File: src/rtl/oflow_core_fsm_read.sv
`default_nettype none
// ============================================================================
//  Module   : oflow_core_fsm_read
//  Purpose  : Read-side sequencer for the core MEM buffer. Fetches a frame's
//             bounding boxes one set (up to PE_NUM bboxes) at a time, packed
//             BBOX_PER_WORD per buffer word. It issues buffer reads and steers
//             the returned words into PE groups with a per-bbox valid mask.
//             Before each set it waits for core_ready, so a set can load while
//             the previous one is processed.
//  Ports    : clk, reset                 - clock, sync active-high reset
//             start_read, num_of_bbox_in_frame - frame start and bbox count
//             core_ready                 - core can take the next set
//             rd_en, rd_addr             - buffer read strobe / word address
//             load_pe, pe_sel, bbox_mask - read data qualifiers for the PEs
//             row_sel                    - current set index
//             set_done, done_read, busy  - status pulses / level
//  Revision : 1.0 - initial release
// ============================================================================
module oflow_core_fsm_read #(
  parameter int PE_NUM        = 24,
  parameter int BBOX_PER_WORD = 4,
  parameter int NUM_BBOX_W    = 7,
  parameter int ADDR_W        = 5,
  parameter int SET_W         = 3,
  parameter int RD_LAT        = 1,
  localparam int GRPS         = PE_NUM / BBOX_PER_WORD,
  localparam int SEL_W        = (GRPS > 1) ? $clog2(GRPS) : 1
) (
  input  logic                     clk,
  input  logic                     reset,
  input  logic                     start_read,
  input  logic [NUM_BBOX_W-1:0]    num_of_bbox_in_frame,
  input  logic                     core_ready,
  output logic                     rd_en,
  output logic [ADDR_W-1:0]        rd_addr,
  output logic                     load_pe,
  output logic [SEL_W-1:0]         pe_sel,
  output logic [BBOX_PER_WORD-1:0] bbox_mask,
  output logic [SET_W-1:0]         row_sel,
  output logic                     set_done,
  output logic                     done_read,
  output logic                     busy
);

  typedef enum logic [2:0] {
    S_IDLE      = 3'd0,
    S_WAIT_CORE = 3'd1,
    S_ISSUE     = 3'd2,
    S_DRAIN     = 3'd3,
    S_SET_END   = 3'd4,
    S_DONE      = 3'd5
  } state_t;

  localparam logic [NUM_BBOX_W-1:0] BPW_C      = NUM_BBOX_W'(BBOX_PER_WORD);
  localparam logic [SEL_W-1:0]      LAST_GRP_C = SEL_W'(GRPS - 1);
  localparam logic [1:0]            DRAIN_LAST = 2'(RD_LAT - 1);

  state_t                  state_q;
  logic [NUM_BBOX_W-1:0]   rem_q;
  logic [ADDR_W-1:0]       word_cnt_q;
  logic [SEL_W-1:0]        grp_cnt_q;
  logic [SET_W-1:0]        row_cnt_q;
  logic [1:0]              drain_cnt_q;
  logic                    rd_en_q;
  logic                    set_done_q;
  logic                    done_read_q;
  logic                    busy_q;

  // Per-word issue values derived from the remaining count
  logic [BBOX_PER_WORD-1:0] mask_d;
  logic [NUM_BBOX_W-1:0]    rem_d;
  logic                     last_issue_d;

  always_comb begin
    mask_d = '0;
    // Bit i is valid when more than i bboxes remain: yields (1<<n)-1
    for (int i = 0; i < BBOX_PER_WORD; i++) begin
      mask_d[i] = (rem_q > NUM_BBOX_W'(i));
    end
    rem_d        = (rem_q > BPW_C) ? (rem_q - BPW_C) : '0;
    last_issue_d = (grp_cnt_q == LAST_GRP_C) || (rem_q <= BPW_C);
  end

  // --------------------------------------------------------------------------
  // Sequencer; all outputs registered alongside the state
  // --------------------------------------------------------------------------
  always_ff @(posedge clk) begin
    if (reset) begin
      state_q     <= S_IDLE;
      rem_q       <= '0;
      word_cnt_q  <= '0;
      grp_cnt_q   <= '0;
      row_cnt_q   <= '0;
      drain_cnt_q <= '0;
      rd_en_q     <= 1'b0;
      set_done_q  <= 1'b0;
      done_read_q <= 1'b0;
      busy_q      <= 1'b0;
    end else begin
      set_done_q  <= 1'b0;
      done_read_q <= 1'b0;
      case (state_q)
        S_IDLE: begin
          if (start_read) begin
            rem_q      <= num_of_bbox_in_frame;
            word_cnt_q <= '0;
            grp_cnt_q  <= '0;
            row_cnt_q  <= '0;
            busy_q     <= 1'b1;
            if (num_of_bbox_in_frame == '0) begin
              state_q     <= S_DONE;
              done_read_q <= 1'b1;
            end else begin
              state_q <= S_WAIT_CORE;
            end
          end
        end
        S_WAIT_CORE: begin
          if (core_ready) begin
            state_q <= S_ISSUE;
            rd_en_q <= 1'b1;
          end
        end
        S_ISSUE: begin
          rem_q      <= rem_d;
          word_cnt_q <= word_cnt_q + ADDR_W'(1);
          grp_cnt_q  <= grp_cnt_q + SEL_W'(1);
          if (last_issue_d) begin
            state_q     <= S_DRAIN;
            rd_en_q     <= 1'b0;
            drain_cnt_q <= '0;
          end
        end
        S_DRAIN: begin
          // Hold until the final read of the set has left the load pipeline
          if (drain_cnt_q == DRAIN_LAST) begin
            state_q    <= S_SET_END;
            set_done_q <= 1'b1;
          end else begin
            drain_cnt_q <= drain_cnt_q + 2'd1;
          end
        end
        S_SET_END: begin
          grp_cnt_q <= '0;
          if (rem_q == '0) begin
            state_q     <= S_DONE;
            done_read_q <= 1'b1;
          end else begin
            row_cnt_q <= row_cnt_q + SET_W'(1);
            state_q   <= S_WAIT_CORE;
          end
        end
        S_DONE: begin
          state_q <= S_IDLE;
          busy_q  <= 1'b0;
        end
        default: begin
          state_q <= S_IDLE;
          rd_en_q <= 1'b0;
          busy_q  <= 1'b0;
        end
      endcase
    end
  end

  // --------------------------------------------------------------------------
  // Load pipeline: matches the buffer read latency. Group and mask are zeroed
  // when no read was issued so idle cycles present clean qualifiers.
  // --------------------------------------------------------------------------
  logic [RD_LAT-1:0]        pipe_vld_q;
  logic [SEL_W-1:0]         pipe_sel_q  [RD_LAT];
  logic [BBOX_PER_WORD-1:0] pipe_mask_q [RD_LAT];

  always_ff @(posedge clk) begin
    if (reset) begin
      pipe_vld_q <= '0;
      for (int i = 0; i < RD_LAT; i++) begin
        pipe_sel_q[i]  <= '0;
        pipe_mask_q[i] <= '0;
      end
    end else begin
      pipe_vld_q[0]  <= rd_en_q;
      pipe_sel_q[0]  <= rd_en_q ? grp_cnt_q : '0;
      pipe_mask_q[0] <= rd_en_q ? mask_d : '0;
      for (int i = 1; i < RD_LAT; i++) begin
        pipe_vld_q[i]  <= pipe_vld_q[i-1];
        pipe_sel_q[i]  <= pipe_sel_q[i-1];
        pipe_mask_q[i] <= pipe_mask_q[i-1];
      end
    end
  end

  assign rd_en     = rd_en_q;
  assign rd_addr   = word_cnt_q;
  assign load_pe   = pipe_vld_q[RD_LAT-1];
  assign pe_sel    = pipe_sel_q[RD_LAT-1];
  assign bbox_mask = pipe_mask_q[RD_LAT-1];
  assign row_sel   = row_cnt_q;
  assign set_done  = set_done_q;
  assign done_read = done_read_q;
  assign busy      = busy_q;

endmodule
`default_nettype wire
File: config.mk
export PLATFORM = sky130hd
export DESIGN_NAME = oflow_core_fsm_read
export DESIGN_NICKNAME = d
export VERILOG_FILES = /design/src/rtl/oflow_core_fsm_read.sv
export SDC_FILE = /design/constraint.sdc
export NUM_CORES = 1
export LEC_CHECK = 0
export BUFFER_PORTS_ARGS = -buffer_cell sky130_fd_sc_hd__buf_2
export CAP_MARGIN = 20
export CORE_ASPECT_RATIO = 1.5
export CORE_MARGIN = 1.5
export CORE_UTILIZATION = 50
export DETAILED_ROUTE_END_ITERATION = 6
export PLACE_DENSITY = 0.72
export SYNTH_ARGS = -nofsm -noshare
export SYNTH_HDL_FRONTEND = slang
export SYNTH_SLANG_ARGS = --single-unit
File: constraint.sdc
create_clock -name clk -period 2 [get_ports clk]
set_input_delay 0.5 -clock clk [delete_from_list [all_inputs] [get_ports clk]]
set_output_delay 0.5 -clock clk [all_outputs]
set_load 0.02 [all_outputs]
# --- Word-level counts from Yosys, hierarchy flattened ---
# Memories as Yosys holds them, arrays and structs flattened.
# Index checks and enable logic that the tools add are counted.
# W data, S select, Z words.
word_totals:
  register_bits: 28
  ramBits: 7
  in_bits: 11
  out_inout_bits: 20
  wordCells: 98
  n_memories: 2
memory_table:
  columns: ["name", "depth", "width", "read_ports", "rd_ports_with_merged_regs", "wr", "line", "rtl"]
  rows:
  - ["pipe_mask_q", 1, 4, 1, 0, 1, "172", "logic [BBOX_PER_WORD-1:0] pipe_mask_q [RD_LAT];"]
  - ["pipe_sel_q", 1, 3, 1, 0, 1, "171", "logic [SEL_W-1:0] pipe_sel_q [RD_LAT];"]
op_classes:
  addsub: 5
  magnitude_cmp: 6
  n_eq_ne: 12
  n_mux: 38
  bitwise_logic: 3
  reduce_logical: 21
op_table:
  columns: ["cell", "count"]
  rows:
  - ["$mux W3", 10]
  - ["$pmux W3 S5", 1]
  - ["$gt A7 B1 Y1 const B", 2]
  - ["$gt A7 B2 Y1 const B", 2]
  - ["$logic_not A7 Y1", 2]
  - ["$mux W7", 2]
  - ["$pmux W7 S2", 1]
  - ["$mux W1", 12]
  - ["$ne A2 B2 Y1 const B", 6]
  - ["$reduce_or A4 Y1", 3]
  - ["$pmux W5 S2", 1]
  - ["$eq A3 B3 Y1 const B", 3]
  - ["$pmux W3 S3", 1]
  - ["$reduce_and A3 Y1", 3]
  - ["$mux W4", 2]
  - ["$gt A7 B3 Y1 const B", 1]
  - ["$le A7 B3 Y1 const B", 1]
  - ["$sub A7 B3 Y7 const B", 1]
  - ["$add A3 B1 Y3 const B", 2]
  - ["$eq A3 B2 Y1 const B", 2]
  - ["$pmux W3 S2", 1]
  - ["$reduce_and A2 Y1", 3]
  - ["$reduce_bool A2 Y1", 3]
  - ["$add A5 B1 Y5 const B", 1]
  - ["15 further kinds", 19]

# --- Depth between registers and ports, before layout ---
# Gate-level depths: netlist (run 1).
depth:
  ltp_word: 4
  ltp_mapped: 6
  depth_no_buf: 6

# --- Worst setup path after synthesis (run 1) ---
# OpenSTA, ideal clock, no wires.
synth_path:
  path_type: "flip-flop to flip-flop"
  start: "register rem_q[2]"
  end: "register row_cnt_q[2], in the netlist row_sel[2]"
  setup_time_ps: 142
  t_arrival_ps: 1558
  t_required_ps: 1858
  setup_slack_ps: 300
  path_stages_with_launch: 7
  path_buffers: 0
  synth_period_minus_slack_ps: 1700
  cell_sequence: "dfxtp_1 > inv_1 > ha_1 > or4b_4 > o311ai_2 > xor2_1 > nor3_1"
synth_via:
  elab_chain_cells: 3
synth_lines:
  columns: ["element", "line", "rtl"]
  rows:
  - ["start, declared", "59", "logic [NUM_BBOX_W-1:0] rem_q;"]
  - ["start signal, assigned", "105", "rem_q <= num_of_bbox_in_frame;"]
  - ["start signal, assigned", "125", "rem_q <= rem_d;"]
  - ["$logic_not A7 Y1", "145", "if (rem_q == '0) begin"]
  - ["$ne A2 B2 Y1 (no line)", null, null]
  - ["$reduce_and A3 Y1 (no line)", null, null]
  - ["end signal, assigned", "149", "row_cnt_q <= row_cnt_q + SET_W'(1);"]
  - ["end, declared", "62", "logic [SET_W-1:0] row_cnt_q;"]
# Every way passes these cells.
# A chain may end at the register's enable or synchronous reset.

# --- Worst setup path in the final report (run 1) ---
layout_path:
  start: "register rem_q[2]"
  end: "register row_cnt_q[1], in the netlist row_sel[1]"
# The elaborated chain is that of the path after synthesis.

==> results.txt, run 1 <==
switching share of power -> 0.2843
WL final -> 3985 µm
Setup violations, final -> 0
cell row count -> 26
# fillers -> 340
worst r2r dst -> row_sel[1]
GRT Util Overall -> 0.2264
Mapped Nets -> 223
Setup Total Neg Slack -> 0 ns
CTS max path bufs -> 2
Sink Count -> 35
Area growth, synth to finish -> 19.80%
max-slew violation count -> 0
Main synth FF type -> dfxtp_1
Clk pwr share -> 0.337
maxcap violations -> 0
number of global-route vias before repair -> 1454
PortBufs -> 30
Syn Area/Cell -> 8.588 µm²
Avg WL per Cell -> 13.93 µm
Initial DRC Count -> 36
Tmin final -> 1.857 ns
P_int -> 1.181 mW
first-pass GRT wire length -> 6555 µm
# IOs -> 31
Slew HR -> 0.6509
Peak Freq -> 538.6 MHz
total gr overflow -> 0
P per Cell Area -> 778.5 nW/µm²
Syn Inst Count -> 206
starting density of the core -> 0.5229
Worst Hold End -> rem_q[0]
worst hold start -> num_of_bbox_in_frame[0]
Worst EP required -> 2.17 ns
Reg2Reg Depth -> 6
Post-CTS Setup Repair Bufs -> 0
Skew-Pair Late Insertion Delay -> 0.29 ns
Die Wd -> 51.57 µm
worst setup path class -> register to register
Min-Delay Path Depth -> 3
sequential-to-total area share from yosys stat -> 0.3960
routability congestion estimate -> 0.8816
Logic pwr share -> 0.197
H-tree Lvls -> 2
die height -> 75.85 µm
CTS resizes -> 0
Num CTS Buffers -> 5
crit start category -> register
Yosys reg bits -> 35
largest net degree at the start of global routing -> 20
DRT antenna net count -> 0
CTS tree -> yes
hold buffers post-CTS -> 0
crit path DAT -> 2.03 ns
DIE AREA -> 3912 µm²
most common cell after layout, fill and taps aside -> dfxtp_1
Reg-to-Reg Start -> rem_q[2]
nets@finish -> 260
Final HPWL DP -> 2898 µm
mapped cell area -> 1769 µm²
Seq pwr share -> 0.466
initial antenna violation count -> 0
status -> finished clean
HP Class -> primary input to register
Vias/cell -> 5.741
synth warn -> 0
Hold Vio Cnt, Final -> 0
most frequent cells in the layout -> dfxtp_1, buf_2, nor2_1, a21oi_1, buf_4
Worst Setup End Kind -> register
Via Count -> 1642
Crit. Startpoint -> rem_q[2]
P_sw -> 0.4690 mW
final worst-path cycle share -> 0.9283
Root Buffer -> clkbuf_8
Final Skew -> 0.007171 ns
Post-synth EDFFs -> 0
largest fanout on the critical path -> 7
DRC errors left -> 0
Synth cell types -> 52
Clock Pin Slew Worst Setup and Hold Paths -> 0.07 ns
Tot Pwr -> 1.650 mW
Static Leak -> 0.8788 nW
layout cell share with drive strength beyond 1 -> 0.2500
maximum vdd ir drop -> 505.8 µV
diode count -> 0
asr flop ratio synth -> 0
DR pass1 iterations -> 4
reg-to-reg setup timing slack -> 0.14 ns
Worst Tran Pin Value -> 0.5164 ns
RSZ-0062 raised after global routing -> no
Core ar. -> 3383 µm²
-- layer usage --
layer	wire, µm	vias to the layer above	GRT usage
met3	135	11	0.06078
met2	2064	38	0.4003
li1	-	828	-
met5	0	-	0
met4	108	0	0.1111
met1	1676	765	0.2485
-- power by group through the flow --
stage,clock network (mW),logic [mW],registers (mW)
2_1_floorplan,0,0.220,0.780
3_5_place_dp,0,0.320,0.783
4_1_cts,0.569,0.323,0.768
3_3_place_gp,0,0.318,0.783
5_1_grt,0.604,0.358,0.775
6_report,0.556,0.324,0.769
-- cell type report --
cell class / count / area (µm²) / area share
multi-input cells: 149 / 977.2 / 0.4610
flip-flops and latches: 35 / 700.7 / 0.3306
repair buffers: 45 / 262.8 / 0.1240
clock buffers: 8 / 100.1 / 0.04723
well taps: 42 / 52.55 / 0.02479
inverters: 7 / 26.28 / 0.01240
-- stage by stage --
stage | area, µm² | hold slack [ns] | instances | setup WS, ns | utilization
detailed placement | 2019 | 0.4684 | 278 | 0.1744 | 0.5969
floorplan | 1769 | 0.4496 | 206 | 0.3003 | -
global placement | 2019 | 0.4596 | 278 | 0.2154 | 0.5969
CTS | 2120 | 0.4673 | 286 | 0.1568 | 0.6265
global route | 2120 | 0.4876 | 286 | 0.02962 | 0.6265
finish | 2120 | 0.4711 | 286 | 0.1435 | 0.6265
-- synthesized netlist by cell type (2+ instances only) --
master,n,area (µm²)
clkbuf_1,6,22.52
xor2_1,2,17.52
ha_1,6,75.07
nor2b_1,6,37.54
buf_2,6,30.03
nor4_1,2,12.51
nor3b_1,5,37.54
a21oi_1,17,85.08
a211oi_1,5,37.54
o21ai_0,14,70.07
dfxtp_1,35,700.7
a2bb2oi_1,2,17.52
a31oi_1,4,25.02
nand2_1,11,41.29
a311oi_1,2,17.52
and2_1,5,31.28
nor4b_1,2,17.52
nor2_1,19,71.32
nand3b_1,2,15.01
inv_1,7,26.28
buf_1,2,7.510
a22oi_1,2,15.01
nor3_1,12,60.06
nand3_1,4,20.02
-- logic make-up after synthesis --
group / Yosys count / synth area share
AND/OR/NAND/NOR: 80 / 0.2631
AO/OA/AOI/OAI: 59 / 0.2263
flip-flops: 35 / 0.3960
buffers and inverters: 22 / 0.05163
adder cells (fa/ha/maj): 6 / 0.04243
XOR/XNOR: 3 / 0.01485
multiplexers: 1 / 0.005658
-- worst max-delay path by stage --
stage	endpoint	slack [ns]	cells past startpoint
after floorplan	row_sel[2]	0.30	6
after global placement	row_sel[1]	0.22	6
after detailed placement	row_sel[1]	0.17	6
after CTS	row_sel[1]	0.16	6
after global routing	row_sel[1]	0.03	6
final	row_sel[1]	0.14	6
-- worst max-delay path: stages, from the launching register on --
cell,delay [ns]
dfxtp_1,0.37
inv_1,0.10
ha_1,0.21
or4b_4,0.53
o31ai_4,0.25
mux2i_1,0.21
nor2_1,0.05
-- state kept, by name (all words and copies together), names as in the netlist --
signal	count
rem_q	7
rd_addr	5
pipe_mask_q	4
grp_cnt_q	3
pipe_sel_q	3
row_sel	3
state_q	3
drain_cnt_q	2
busy	1
done_read	1
load_pe	1
rd_en	1
set_done	1
Power figures use the tool's default switching activity.
==> run 2, diff against run 1 <==
Settings changed: CELL_PAD_IN_SITES_DETAIL_PLACEMENT from default to 1, CELL_PAD_IN_SITES_GLOBAL_PLACEMENT from default to 1, CORE_UTILIZATION 50 to 41, PLACE_DENSITY 0.72 to default, PLACE_DENSITY_LB_ADDON from default to 0.1.
==> run 2 against run 1 <==
Clock power fell by 9.4%. Setup slack got worse by 0.013 ns. Global-route usage barely moved. First-iteration DRC count rose by 42%. Highest routed layer unchanged.
==> results.txt, run 2 (synthesized netlist as in run 1, its figures left out) <==
Setup violations, final -> 0 (unchanged)
Tmin final -> 1.870 ns (+0.01346 ns)
HP Class -> primary input to register
most frequent cells in the layout -> dfxtp_1, buf_2, nor2_1, a21oi_1
Worst Tran Pin Value -> 0.5326 ns (+0.01620 ns)
Via Count -> 1647 (+0.30%)
worst setup path class -> register to register
status -> finished clean
Setup Total Neg Slack -> 0 ns (unchanged)
storage element area -> 700.7 µm² (unchanged)
WL final -> 4873 µm (+22%)
H-tree Lvls -> 2 (unchanged)
die height -> 83.46 µm (+10%)
number of global-route vias before repair -> 1719 (+18%)
maximum vdd ir drop -> 530.1 µV (+4.8%)
P per Cell Area -> 769.2 nW/µm² (-1.2%)
cell row count -> 29 (+12%)
Core ar. -> 4173 µm² (+23%)
GRT Util Overall -> 0.2261 (-0.0003072)
max-slew violation count -> 0 (unchanged)
Skew-Pair Late Insertion Delay -> 0.29 ns (about the same)
routability congestion estimate -> 0.8393 (-4.8%)
Hold Vio Cnt, Final -> 0 (unchanged)
layout cell share with drive strength beyond 1 -> 0.2469 (-0.003086)
DRT antenna net count -> 0 (unchanged)
max FFs per register -> 7 (unchanged)
Sink Count -> 35 (unchanged)
total gr overflow -> 0 (unchanged)
Peak Freq -> 534.8 MHz (-0.72%)
largest fanout on the critical path -> 5 (-2)
Post-CTS Setup Repair Bufs -> 0 (unchanged)
nets@finish -> 259 (-0.38%)
Initial DRC Count -> 51 (+42%)
Worst EP required -> 2.18 ns (about the same)
Area growth, synth to finish -> 18.74%
Clock Pin Slew Worst Setup and Hold Paths -> 0.07 ns (about the same)
DRC errors left -> 0 (unchanged)
register with the most flip-flops -> rem_q
Place WS -> 0.1110 ns (-0.06338 ns)
Num CTS Buffers -> 5 (unchanged)
first-pass GRT wire length -> 8466 µm (+29%)
Static Leak -> 0.8649 nW (-1.6%)
initial antenna violation count -> 0 (unchanged)
DIE AREA -> 4726 µm² (+21%)
Slew HR -> 0.6449 (-0.005949)
CTS tree -> yes
most common cell after layout, fill and taps aside -> dfxtp_1
RSZ-0062 raised after global routing -> no
# fillers -> 517 (+52%)
# IOs -> 31 (unchanged)
diode count -> 0 (unchanged)
crit path DAT -> 2.05 ns (+0.02 ns)
final worst-path setup slack -> 0.1300 ns (-0.01346 ns)
final worst-path cycle share -> 0.9350 (+0.006729)
starting density of the core -> 0.4240 (-0.09894)
Worst Setup End Kind -> register
Avg WL per Cell -> 16.86 µm (+21%)
crit start category -> register
area occupied by multi-input gates -> 979.7 µm² (+0.26%)
Tot Pwr -> 1.616 mW (-2.1%)
hold buffers post-CTS -> 0 (unchanged)
Final Skew -> 0.006084 ns (-0.001088 ns)
PortBufs -> 30 (unchanged)
Root Buffer -> clkbuf_8
Vias/cell -> 5.699 (-0.74%)
DR pass1 iterations -> 4 (unchanged)
CTS max path bufs -> 2 (unchanged)
Final HPWL DP -> 3590 µm (+24%)
maxcap violations -> 0 (unchanged)
largest net degree at the start of global routing -> 29 (+45%)
Die Wd -> 56.64 µm (+9.8%)
==> run 2: path summary, 6_finish.rpt <==
kind              slack (ns)                     from    endpoint  cells past startpoint
hold / removal          0.46  num_of_bbox_in_frame[1]    rem_q[1]                      3
setup / recovery        0.13                 rem_q[3]  row_sel[1]                      6
setup reg to reg        0.13                 rem_q[3]  row_sel[1]                      6
hold reg to reg         0.49               rd_addr[4]  rd_addr[4]                      1
==> run 2: report_power, final <==
part	switching [mW]	internal, mW	total [mW]	leakage (nW)
combinational	0.201	0.143	0.344	0.538
sequential	0.0402	0.728	0.768	0.284
clock	0.259	0.244	0.504	0.0422
total	0.501	1.11	1.62	0.865
==> run 2: layout make-up <==
| cell class | count | area share |
|---|---|---|
| repair buffers | 44 | 0.1215 |
| multi-input cells | 149 | 0.4664 |
| inverters | 7 | 0.01251 |
| well taps | 46 | 0.02740 |
| flip-flops and latches | 35 | 0.3335 |
| clock buffers | 7 | 0.03633 |
| clock inverters | 1 | 0.002382 |
==> run 2: through the flow <==
step | util | hold WS [ns] | cells | instance area [µm²]
2_1_floorplan | - | 0.4496 | 206 | 1769
3_3_place_gp | 0.4834 | 0.4597 | 281 | 2017
3_5_place_dp | 0.4834 | 0.4780 | 281 | 2017
4_1_cts | 0.5028 | 0.4519 | 289 | 2098
5_1_grt | 0.5034 | 0.4624 | 289 | 2101
6_report | 0.5034 | 0.4562 | 289 | 2101
==> run 2: critical path, cell delays in order, from the launching register on <==
cell	delay [ns]
dfxtp_1	0.37
inv_1	0.12
ha_2	0.22
or4b_4	0.53
o31ai_4	0.25
mux2i_1	0.22
nor2_1	0.05
==> run 2: what timing repair did <==
item,in CTS,in global routing
endpoints found under the setup margin,0,1
gates resized for setup,0,1
endpoints found under the hold margin,0,0
==> run 2: layer usage <==
| layer | global-route usage | vias to the layer above | routed length (µm) | share of wire |
|---|---|---|---|---|
| li1 | - | 819 | - | - |
| met1 | 0.2791 | 791 | 2095 | 0.43 |
| met2 | 0.3848 | 30 | 2551 | 0.52 |
| met3 | 0.04341 | 7 | 143 | 0.029 |
| met4 | 0.08009 | 0 | 83 | 0.017 |
| met5 | 0 | - | 0 | 0 |
